`src/rtl/cmdspi_gen.sv`:
```
// cmdspi_gen: command-SPI slave (CPOL=1) bridging an oversampled SPI master onto a register bus.
// Define CMDSPI_BURST_EN to enable address auto-increment across consecutive words in one CSN assertion.
`timescale 1ns/1ps
module cmdspi_gen #(
  parameter int ADDR_W      = 7,
  parameter int DATA_W      = 32,
  parameter int SYNC_STAGES = 2
) (
  input  logic              clk,
  input  logic              rst,
  input  logic              CSN,
  input  logic              SCLK,
  input  logic              MOSI,
  output logic              MISO,
  output logic              we,
  output logic              re,
  output logic [ADDR_W-1:0] addr,
  input  logic [DATA_W-1:0] rdat,
  output logic [DATA_W-1:0] wdat
);
`ifdef CMDSPI_BURST_EN
  localparam bit BURST = 1'b1;
`else
  localparam bit BURST = 1'b0;
`endif
  localparam int CW = $clog2((ADDR_W > DATA_W ? ADDR_W : DATA_W) + 1);
  typedef enum logic [1:0] {IDLE, HDR, DATA, DONE} state_t;
  state_t state, state_n;
  logic [SYNC_STAGES-1:0] cs_s, sck_s, mo_s;
  logic cs_q, sck_q, cs, mosi, rise, fall, cs_fall, hdr_done, word_done, wr, first, ld;
  logic [CW-1:0] cnt;
  logic [DATA_W-1:0] rx, rx_n, tx;
  assign cs      = cs_s[SYNC_STAGES-1];
  assign mosi    = mo_s[SYNC_STAGES-1];
  assign rise    = sck_s[SYNC_STAGES-1] & ~sck_q;
  assign fall    = ~sck_s[SYNC_STAGES-1] & sck_q;
  assign cs_fall = ~cs & cs_q;
  // CSN sync resets to "selected" so a frame still in flight at reset release never looks like a fresh CSN fall
  always_ff @(posedge clk or posedge rst)
    if (rst) begin
      cs_s  <= '0;
      sck_s <= '1;
      mo_s  <= '0;
      cs_q  <= 1'b0;
      sck_q <= 1'b1;
    end else begin
      cs_s  <= {cs_s[SYNC_STAGES-2:0], CSN};
      sck_s <= {sck_s[SYNC_STAGES-2:0], SCLK};
      mo_s  <= {mo_s[SYNC_STAGES-2:0], MOSI};
      cs_q  <= cs;
      sck_q <= sck_s[SYNC_STAGES-1];
    end
  always_comb begin
    rx_n      = {rx[DATA_W-2:0], mosi};
    hdr_done  = state == HDR && rise && cnt == CW'(ADDR_W);
    word_done = state == DATA && rise && cnt == CW'(DATA_W-1);
    state_n   = cs ? IDLE :
                (state == IDLE && cs_fall) ? HDR :
                hdr_done ? DATA :
                (word_done && !BURST) ? DONE : state;
  end
  always_ff @(posedge clk or posedge rst)
    if (rst) begin
      state <= IDLE;
      cnt   <= '0;
      rx    <= '0;
      tx    <= '0;
      wr    <= 1'b0;
      first <= 1'b0;
      ld    <= 1'b0;
      MISO  <= 1'b0;
      we    <= 1'b0;
      re    <= 1'b0;
      addr  <= '0;
      wdat  <= '0;
    end else begin
      state <= state_n;
      we    <= word_done && wr;
      re    <= (hdr_done && !rx_n[ADDR_W]) || (word_done && BURST && !wr);
      ld    <= re;
      if (rise) rx <= rx_n;
      cnt <= (cs_fall || hdr_done || word_done) ? '0 :
             (rise && (state == HDR || state == DATA)) ? cnt + 1'b1 : cnt;
      if (hdr_done) begin
        wr    <= rx_n[ADDR_W];
        first <= 1'b1;
        addr  <= rx_n[ADDR_W-1:0];
      end
      // the first written word uses the header address; every later word (and every read prefetch) steps it
      if (word_done) begin
        first <= 1'b0;
        if (wr) wdat <= rx_n;
        if (BURST && (!wr || !first)) addr <= addr + 1'b1;
      end
      if (ld) tx <= rdat;
      else if (fall && state == DATA && !wr) tx <= tx << 1;
      MISO <= (state != DATA || wr) ? 1'b0 : (fall ? tx[DATA_W-1] : MISO);
    end
endmodule

```
`config.mk`:
```
export PLATFORM = sky130hd
export DESIGN_NAME = cmdspi_gen
export DESIGN_NICKNAME = d
export VERILOG_FILES = /design/src/rtl/cmdspi_gen.sv
export SDC_FILE = /design/constraint.sdc
export NUM_CORES = 1
export LEC_CHECK = 0
export CORE_UTILIZATION = 35
export CTS_CLUSTER_DIAMETER = 120
export CTS_CLUSTER_SIZE = 28
export DETAILED_ROUTE_END_ITERATION = 8
export HOLD_SLACK_MARGIN = 0.05
export PLACE_DENSITY = 0.57
export SLEW_MARGIN = 20
export SYNTH_ARGS = -nofsm -noshare
export SYNTH_HDL_FRONTEND = slang
export SYNTH_SLANG_ARGS = --single-unit
export TNS_END_PERCENT = 1
```
`constraint.sdc`:
```
create_clock -name clk -period 6.18 [get_ports clk]
set_input_delay 1.236 -clock clk [delete_from_list [all_inputs] [get_ports clk]]
set_output_delay 1.236 -clock clk [all_outputs]
set_load 0.03 [all_outputs]
```
### Word-level counts from Yosys, hierarchy flattened

Cells that the tools add are included.

* flip-flop bits (word level): 123
* input port bits: 37
* output and inout bits: 42
* logic and storage cells: 60

* add/sub/neg operators: 1
* eq/ne operators: 5
* mux-type cells: 10
* bitwise operators: 6
* reduce and logical (&&, ||, !) cells: 22

Operators with widths (count)
* $mux 32: 2
* $mux 6: 2
* $logic_and 1x1->1: 10
* $mux 2: 4
* $add 6x1->6 const B: 1
* $eq 6x3->1 const B: 1
* $eq 6x5->1 const B: 1
* $reduce_bool 2->1: 3
* $logic_or 1x1->1: 4
* $reduce_bool 4->1: 1
* $and 1x1->1: 3
* $not 1->1: 3
* $eq 2x1->1 const B: 1
* $eq 2x2->1 const B: 1
* $logic_not 1->1: 2
* $logic_not 2->1: 1
* $mux 1: 2
* $ne 2x2->1 const B: 1
* $reduce_and 2->1: 1

### Depth between registers and ports, before layout

Gate-level depths: netlist of run 1.

* depth after elaboration: 8
* gate-level depth with buffers: 7
* mapped depth without buffers: 5

### Worst setup path after synthesis of run 1

Ideal clock, no wire load.

* kind: reg-to-reg
* start: register state[0]
* end: register wdat[10]
* setup time: 0.125 ns
* data arrival time: 1.755 ns
* required time: 6.055 ns
* setup slack: 4.300 ns
* stages on the path, launching flop included: 8
* path buffers: 2
* period minus slack after synthesis: 1.880 ns
* path through: dfrtp_1 > inv_1 > ha_1 > nand2b_1 > or4_4 > buf_6 > buf_6 > mux2_4

* longest elaborated chain between the ends: 4

RTL lines
* from (decl): RTL line 28 `state_t state, state_n;`
* from (signal assigned): RTL line 77 `state <= state_n;`
* $eq 2x2->1: RTL line 56 `word_done = state == DATA && rise && cnt == CW'(DATA_W-1);`
* $logic_and 1x1->1 (2 in series): RTL line 56
* $reduce_and 2->1 (no source line)
* to (signal assigned): RTL line 92 `if (wr) wdat <= rx_n;`
* to (decl): RTL line 19 `output logic [DATA_W-1:0] wdat`

Every way passes these cells.
A chain may end at the register's enable or synchronous reset.

### Worst setup path in the final report of run 1

* start: register wdat[6]
* end: output port wdat[6]

No word-level cell between the ends.

==> results of run 1 <==
-- synthesized netlist by cell type (3+ instances only) --
cell      instances
mux2i_1          32
nand2_1          35
inv_1             4
ha_1              4
mux2_4           30
clkbuf_1          7
buf_2             4
dfstp_2           3
dfrtp_1         120
mux2_2           42
nor3_1            3
o21ai_0          33
nand2b_1          3
buf_6             4
nor2b_1           3
buf_1             4
-- through the flow --
stage,instances,hold WS (ps)
2_1_floorplan,361,331
6_report,635,344
5_1_grt,635,359
3_3_place_gp,603,336
4_1_cts,635,345
3_5_place_dp,603,337
-- routing by layer --
metal  routed length, um  part of all wire, %  up-vias  track usage, %
li1                    -                    -     1440               -
met1                4790                   50     1480            19.6
met2                4030                   42       80            19.8
met3                 619                  6.4       18            5.48
met4                 192                  2.0        0            6.86
met5                   0                    0        -               0
-- how the worst min path moves through the flow --
stage | to | startpoint
2_1_floorplan | cs_s[1]$_DFF_PP0_ | cs_s[0]$_DFF_PP0_
3_3_place_gp | mo_s[1]$_DFF_PP0_ | mo_s[0]$_DFF_PP0_
3_5_place_dp | mo_s[1]$_DFF_PP0_ | mo_s[0]$_DFF_PP0_
4_1_cts | cs_s[1]$_DFF_PP0_ | cs_s[0]$_DFF_PP0_
5_1_grt | cs_s[1]$_DFF_PP0_ | cs_s[0]$_DFF_PP0_
6_report | cs_s[1]$_DFF_PP0_ | cs_s[0]$_DFF_PP0_
-- power groups by stage --
stage / sequential (uW) / combinational, uW / clock [uW]
after floorplan: 899 / 70.7 / 0
after global placement: 915 / 103 / 0
after detailed placement: 917 / 106 / 0
after CTS: 904 / 107 / 1040
after global routing: 911 / 116 / 1080
final: 903 / 104 / 1020
-- registers in the layout, indices dropped and copies added (netlist names), 2 cells and up --
name and flops:
addr 7, mo_s 2, tx 32, state 2, cs_s 2, sck_s 2, wdat 32, cnt 6
rx 31
-- layout make-up --
class,count,share of cell area [%]
tap,180,3.39
sequential,123,46.3
clock inverter,7,1.66
timing repair buffer,81,12.1
inverter,4,0.263
clock buffer,25,7.60
multi-input combinational,215,28.7
-- cell families after synthesis --
group	after synthesis
AND/OR/NAND/NOR	62
multiplexers	104
XOR/XNOR	2
AO/OA/AOI/OAI	43
buffers and inverters	23
adder cells (fa/ha/maj)	4
flip-flops	123
==> impl_metrics.toml, run 1 <==
[setup_path]
critPathTopFamily = "buffers and inverters"
max_stage_delay_ps = 690
r2r-start = "sck_s[1]$_DFF_PP1_"
crit_end = "wdat[6]"
crit_path_start = "wdat[6]$_DFFE_PP0P_"
path_class = "register to output port"
reg2reg_slack_ps = 3760
cp_slowest_cell = "clkdlybuf4s50_1"
worstPathMaxFanout = 2
crit_cells = 1
crit_path_end_kind = "output port"
worst-path-buf-inv = 1
start_kind = "register"
arrival_ps = 1490
worstPathRequired_ps = 4940
reg2reg_depth = 3
crit_chain = "clkdlybuf4s50_1"
worstReg2RegEnd = "wdat[10]$_DFFE_PP0P_"

[synth]
ys_seq_elements = 123
async_reset_ff_share_pct = 100
synthCells = 361
synth-compound-area-share_pct = 4.79
synth_area_leader_cell = "dfrtp_1"
synth_cell_types = 40
syn_nets = 402
synth-adder-area-share_pct = 0.982
synth_edf_count = 0
synth_top_family_by_area = "multiplexers"
yosysWarnings = 0
synth_top_area_share_pct = 58.9
yosys-mux-area-fraction_pct = 24.4
synth-simple-area-share_pct = 6.63
syn_area_um2 = 5100
syn_avg_cell_area_um2 = 14.1
synth_ff_type = "dfrtp_1"
synth_area_leaders = "dfrtp_1 (59%), mux2_2 (9.3%), mux2_4 (8.8%), mux2i_1 (6.3%), o21ai_0 (3.2%)"
synth_xor_area_share_pct = 0.344
ys_seq_area_share_pct = 60.5

[timing]
setup_viol = 0
min_period_over_period_pct = 44.1
fin_ws_ps = 3450
fin_tns_setup_ps = 0
clock_skew_ps = 12.7
finalHoldViolations = 0
period_needed_ps = 2730
rsz0062_at_grt = "no"
fmax_mhz = 367
slew_headroom_pct = 44.1
worstMarginPinSlew_ps = 838
slew_violations = 0

[layout]
nFillCells = 1210
register_area_um2 = 3080
multi_input_area_um2 = 1910
area_growth_pct = 30.5
diodes = 0
final_common_cell = "dfrtp_1"
finalCoreUtilization_pct = 47.4
final_cell_mix = "dfrtp_1 (120), clkdlybuf4s50_1 (78), mux2_2 (42)"
design_area_um2 = 6650
nNetsFinal = 483
drive_gt1_share_pct = 24.8

[clock_network]
cts_tree = "yes"
htreeDepth = 4
holdBufCountCts = 0
clk_path_buf_depth = 2
clk_pin_slew_worst_paths_ps = 50
cts_buffers = 17
cts_resized = 0
insertion_delay_ps = 420
cts_setup_buffers = 0
root_buffer = "clkbuf_16"
cts_num_sinks = 123

[route]
routed_wl_mm = 9.63
viasPerCell = 4.75
wl_per_cell_um = 15.2
dr_total_vias = 3018
ant_nets = 0
drc_errors = 0
dr.pass1.iters = 4
drt_iter0_markers = 164

[global_routing]
overflow = 0
antenna_found_initial = 0
grt_max_degree = 71
track_usage_pct = 14.3
grt_pass1_wl_mm = 16.1
grt_pass1_vias = 3223

[power_and_ir_drop]
pwr-share-seq_pct = 44.6
vdd_ir_drop_max_v = 0.000178
power_leakage_uw = 0.00285
power_density_nw_per_um2 = 305
power_frac_clock_pct = 50.3
p_switching_uw = 420
switching_share_pct = 20.7
p_total_uw = 2030
power.share.combinational_pct = 5.1
internal-power_uw = 1610

[die]
rows = 43
core-area_um2 = 14000
dieWidth_um = 123
top_level_ports = 79
die_h_um = 123
start_util_pct = 36.3
die-area_um2 = 15000

[run]
maxCapViolations = 0

[outcome]
outcome = "finished, final reports clean"

[hold_path]
hp-class = "register to register"
hold_path_depth = 0

[placement]
gp_congestion = 0.770
pre_cts_slack_ps = 3080
dpl.hpwl_mm = 6.00
dpl_cell_area_um2 = 6040
portBuffers = 78
No activity file was read; power rests on OpenSTA's default activity.
==> run 2, diff against run 1 <==
PLACE_DENSITY = 0.59   (was 0.57)
clock period = 2.3 ns   (was 6.18 ns; I/O delays follow)
==> run 2 against run 1 <==
Net effect:
- sequential cell count is the same
- core utilization is 0.31 points higher
- register-to-register slack got worse by 3600 ps
- non-clock buffer count grew 5
- combinational power grew to 2.8 times the previous value
- first-iteration DRC count down 22%
- sequential share of layout area shrank 0.30 points
- wire length shrank 2.7%
- final cell count up 0.63%
- clock power is 150% higher
==> impl_metrics.toml, run 2 (synthesis gave the netlist of run 1 again) <==
[die]
rows = 43
dieWidth_um = 123
die-area_um2 = 15000
top_level_ports = 79
die_h_um = 123
core-area_um2 = 14000
start_util_pct = 36.3

[power_and_ir_drop]
power.share.combinational_pct = 5.5
internal-power_uw = 4150
power_frac_clock_pct = 48.3
pwr-share-seq_pct = 46.1
vdd_ir_drop_max_v = 0.000497
switching_share_pct = 20.9
power_density_nw_per_um2 = 784
power_leakage_uw = 0.00286
p_switching_uw = 1100

[route]
routed_wl_mm = 9.37
dr_total_vias = 3047
viasPerCell = 4.77
wl_per_cell_um = 14.7
drt_iter0_markers = 128
drc_errors = 0
ant_nets = 0
dr.pass1.iters = 5

[outcome]
outcome = "finished, final reports clean"

[timing]
slew_violations = 0
worstMarginPinSlew_ps = 622
rsz0062_at_grt = "no"
slew_headroom_pct = 58.5
period_needed_ps = 2140
clock_skew_ps = 7.51
fmax_mhz = 468
holdWs_ps = 346
finalHoldViolations = 0
setup_viol = 0
fin_tns_setup_ps = 0
min_period_over_period_pct = 92.9

[setup_path]
arrival_ps = 2420
crit_path_end_kind = "register"
max_stage_delay_ps = 780
cp_slowest_cell = "or4_4"
crit_chain = "inv_1, ha_1, nand2b_1, or4_4, mux2_4"
path_class = "register to register"
critPathTopFamily = "simple AND/OR/NAND/NOR gates"
worstPathMaxFanout = 32
start_kind = "register"
worstPathRequired_ps = 2580
r2r-start = "state[0]$_DFFE_PP0P_"
crit_path_start = "state[0]$_DFFE_PP0P_"
worst-path-buf-inv = 1

[global_routing]
grt_pass1_wl_mm = 16.3
antenna_found_initial = 0
track_usage_pct = 14.1
overflow = 0
grt_max_degree = 62
grt_pass1_vias = 3252

[placement]
dpl_cell_area_um2 = 6120
dp_cells = 608
dpl.hpwl_mm = 6.05
gp_congestion = 0.770
portBuffers = 78

[layout]
design_area_um2 = 6700
nFillCells = 1219
drive_gt1_share_pct = 25.5
final_common_cell = "dfrtp_1"
final_cell_mix = "dfrtp_1 (120), clkdlybuf4s50_1 (78), mux2_2 (42)"
reg_top3 = "tx: 32 flops, wdat: 32 flops, rx: 31 flops"
nNetsFinal = 488
area_growth_pct = 31.4
finalNonFillerCells = 639
finalCoreUtilization_pct = 47.7
diodes = 0

[clock_network]
cts_resized = 0
htreeDepth = 4
clk_path_buf_depth = 2
insertion_delay_ps = 400
cts_setup_buffers = 0
cts_buffers = 17
holdBufCountCts = 0
cts_tree = "yes"
clk_pin_slew_worst_paths_ps = 50
cts_num_sinks = 123
root_buffer = "clkbuf_16"

[run]
maxCapViolations = 0

[hold_path]
hp-class = "register to register"
hp-start = "mo_s[0]$_DFF_PP0_"
[run 2: changes by cell type in the layout (fill, tap and decap cells not counted)]
cell and delta:
buf_12 +4, inv_4 -1, buf_4 +1, clkbuf_8 -2, clkinvlp_4 +2, clkinv_2 +1, bufinv_16 -1
[run 2: layout make-up]
class | count | area (um2) | area share, %
sequential | 123 | 3080 | 46.0
multi-input combinational | 215 | 1910 | 28.5
timing repair buffer | 86 | 891 | 13.3
clock buffer | 23 | 478 | 7.14
tap | 180 | 225 | 3.36
clock inverter | 8 | 92.6 | 1.38
inverter | 4 | 18.8 | 0.280
[run 2: routing by layer]
metal / wire length [um] / vias up / GRT usage, %
met5: 0 / - / 0
met4: 62 / 0 / 4.12
met3: 554 / 6 / 5.58
met2: 4130 / 80 / 20.5
met1: 4620 / 1499 / 19.3
li1: - / 1462 / -
[run 2: worst paths after layout]
kind / to / slack [ps] / cells after the start
min in group asynchronous: ld$_DFF_PP0_ / 410 / 2
max: wdat[4]$_DFFE_PP0P_ / 160 / 5
min reg2reg: mo_s[1]$_DFF_PP0_ / 350 / 0
min: mo_s[1]$_DFF_PP0_ / 350 / 0
max reg2reg: wdat[4]$_DFFE_PP0P_ / 160 / 5
max in group asynchronous: sck_s[1]$_DFF_PP1_ / 1250 / 3
[run 2: per-stage QoR]
step	power (uW)	setup slack [ps]
floorplan	2610	331
global placement	2740	215
detailed placement	2760	159
CTS	5330	148
global route	5480	69.0
finish	5250	163
[run 2: worst reg2reg max path: stages, from the launching register on]
cell and delay, ps:
dfrtp_1 390, inv_1 90, ha_1 230, nand2b_1 100, or4_4 780, mux2_4 420
[run 2: power groups by stage]
stage | Sequential (uW) | Combinational (uW) | Clock, uW
finish | 2420 | 289 | 2540
global route | 2450 | 324 | 2710
CTS | 2420 | 298 | 2610
detailed placement | 2460 | 297 | 0
global placement | 2460 | 289 | 0
floorplan | 2420 | 190 | 0
==> run 3, diff against run 2 <==
CTS_CLUSTER_SIZE = not set   (was 28)
==> results of run 3 <==
Final layout, timing and power as in run 2 (identical DEF).
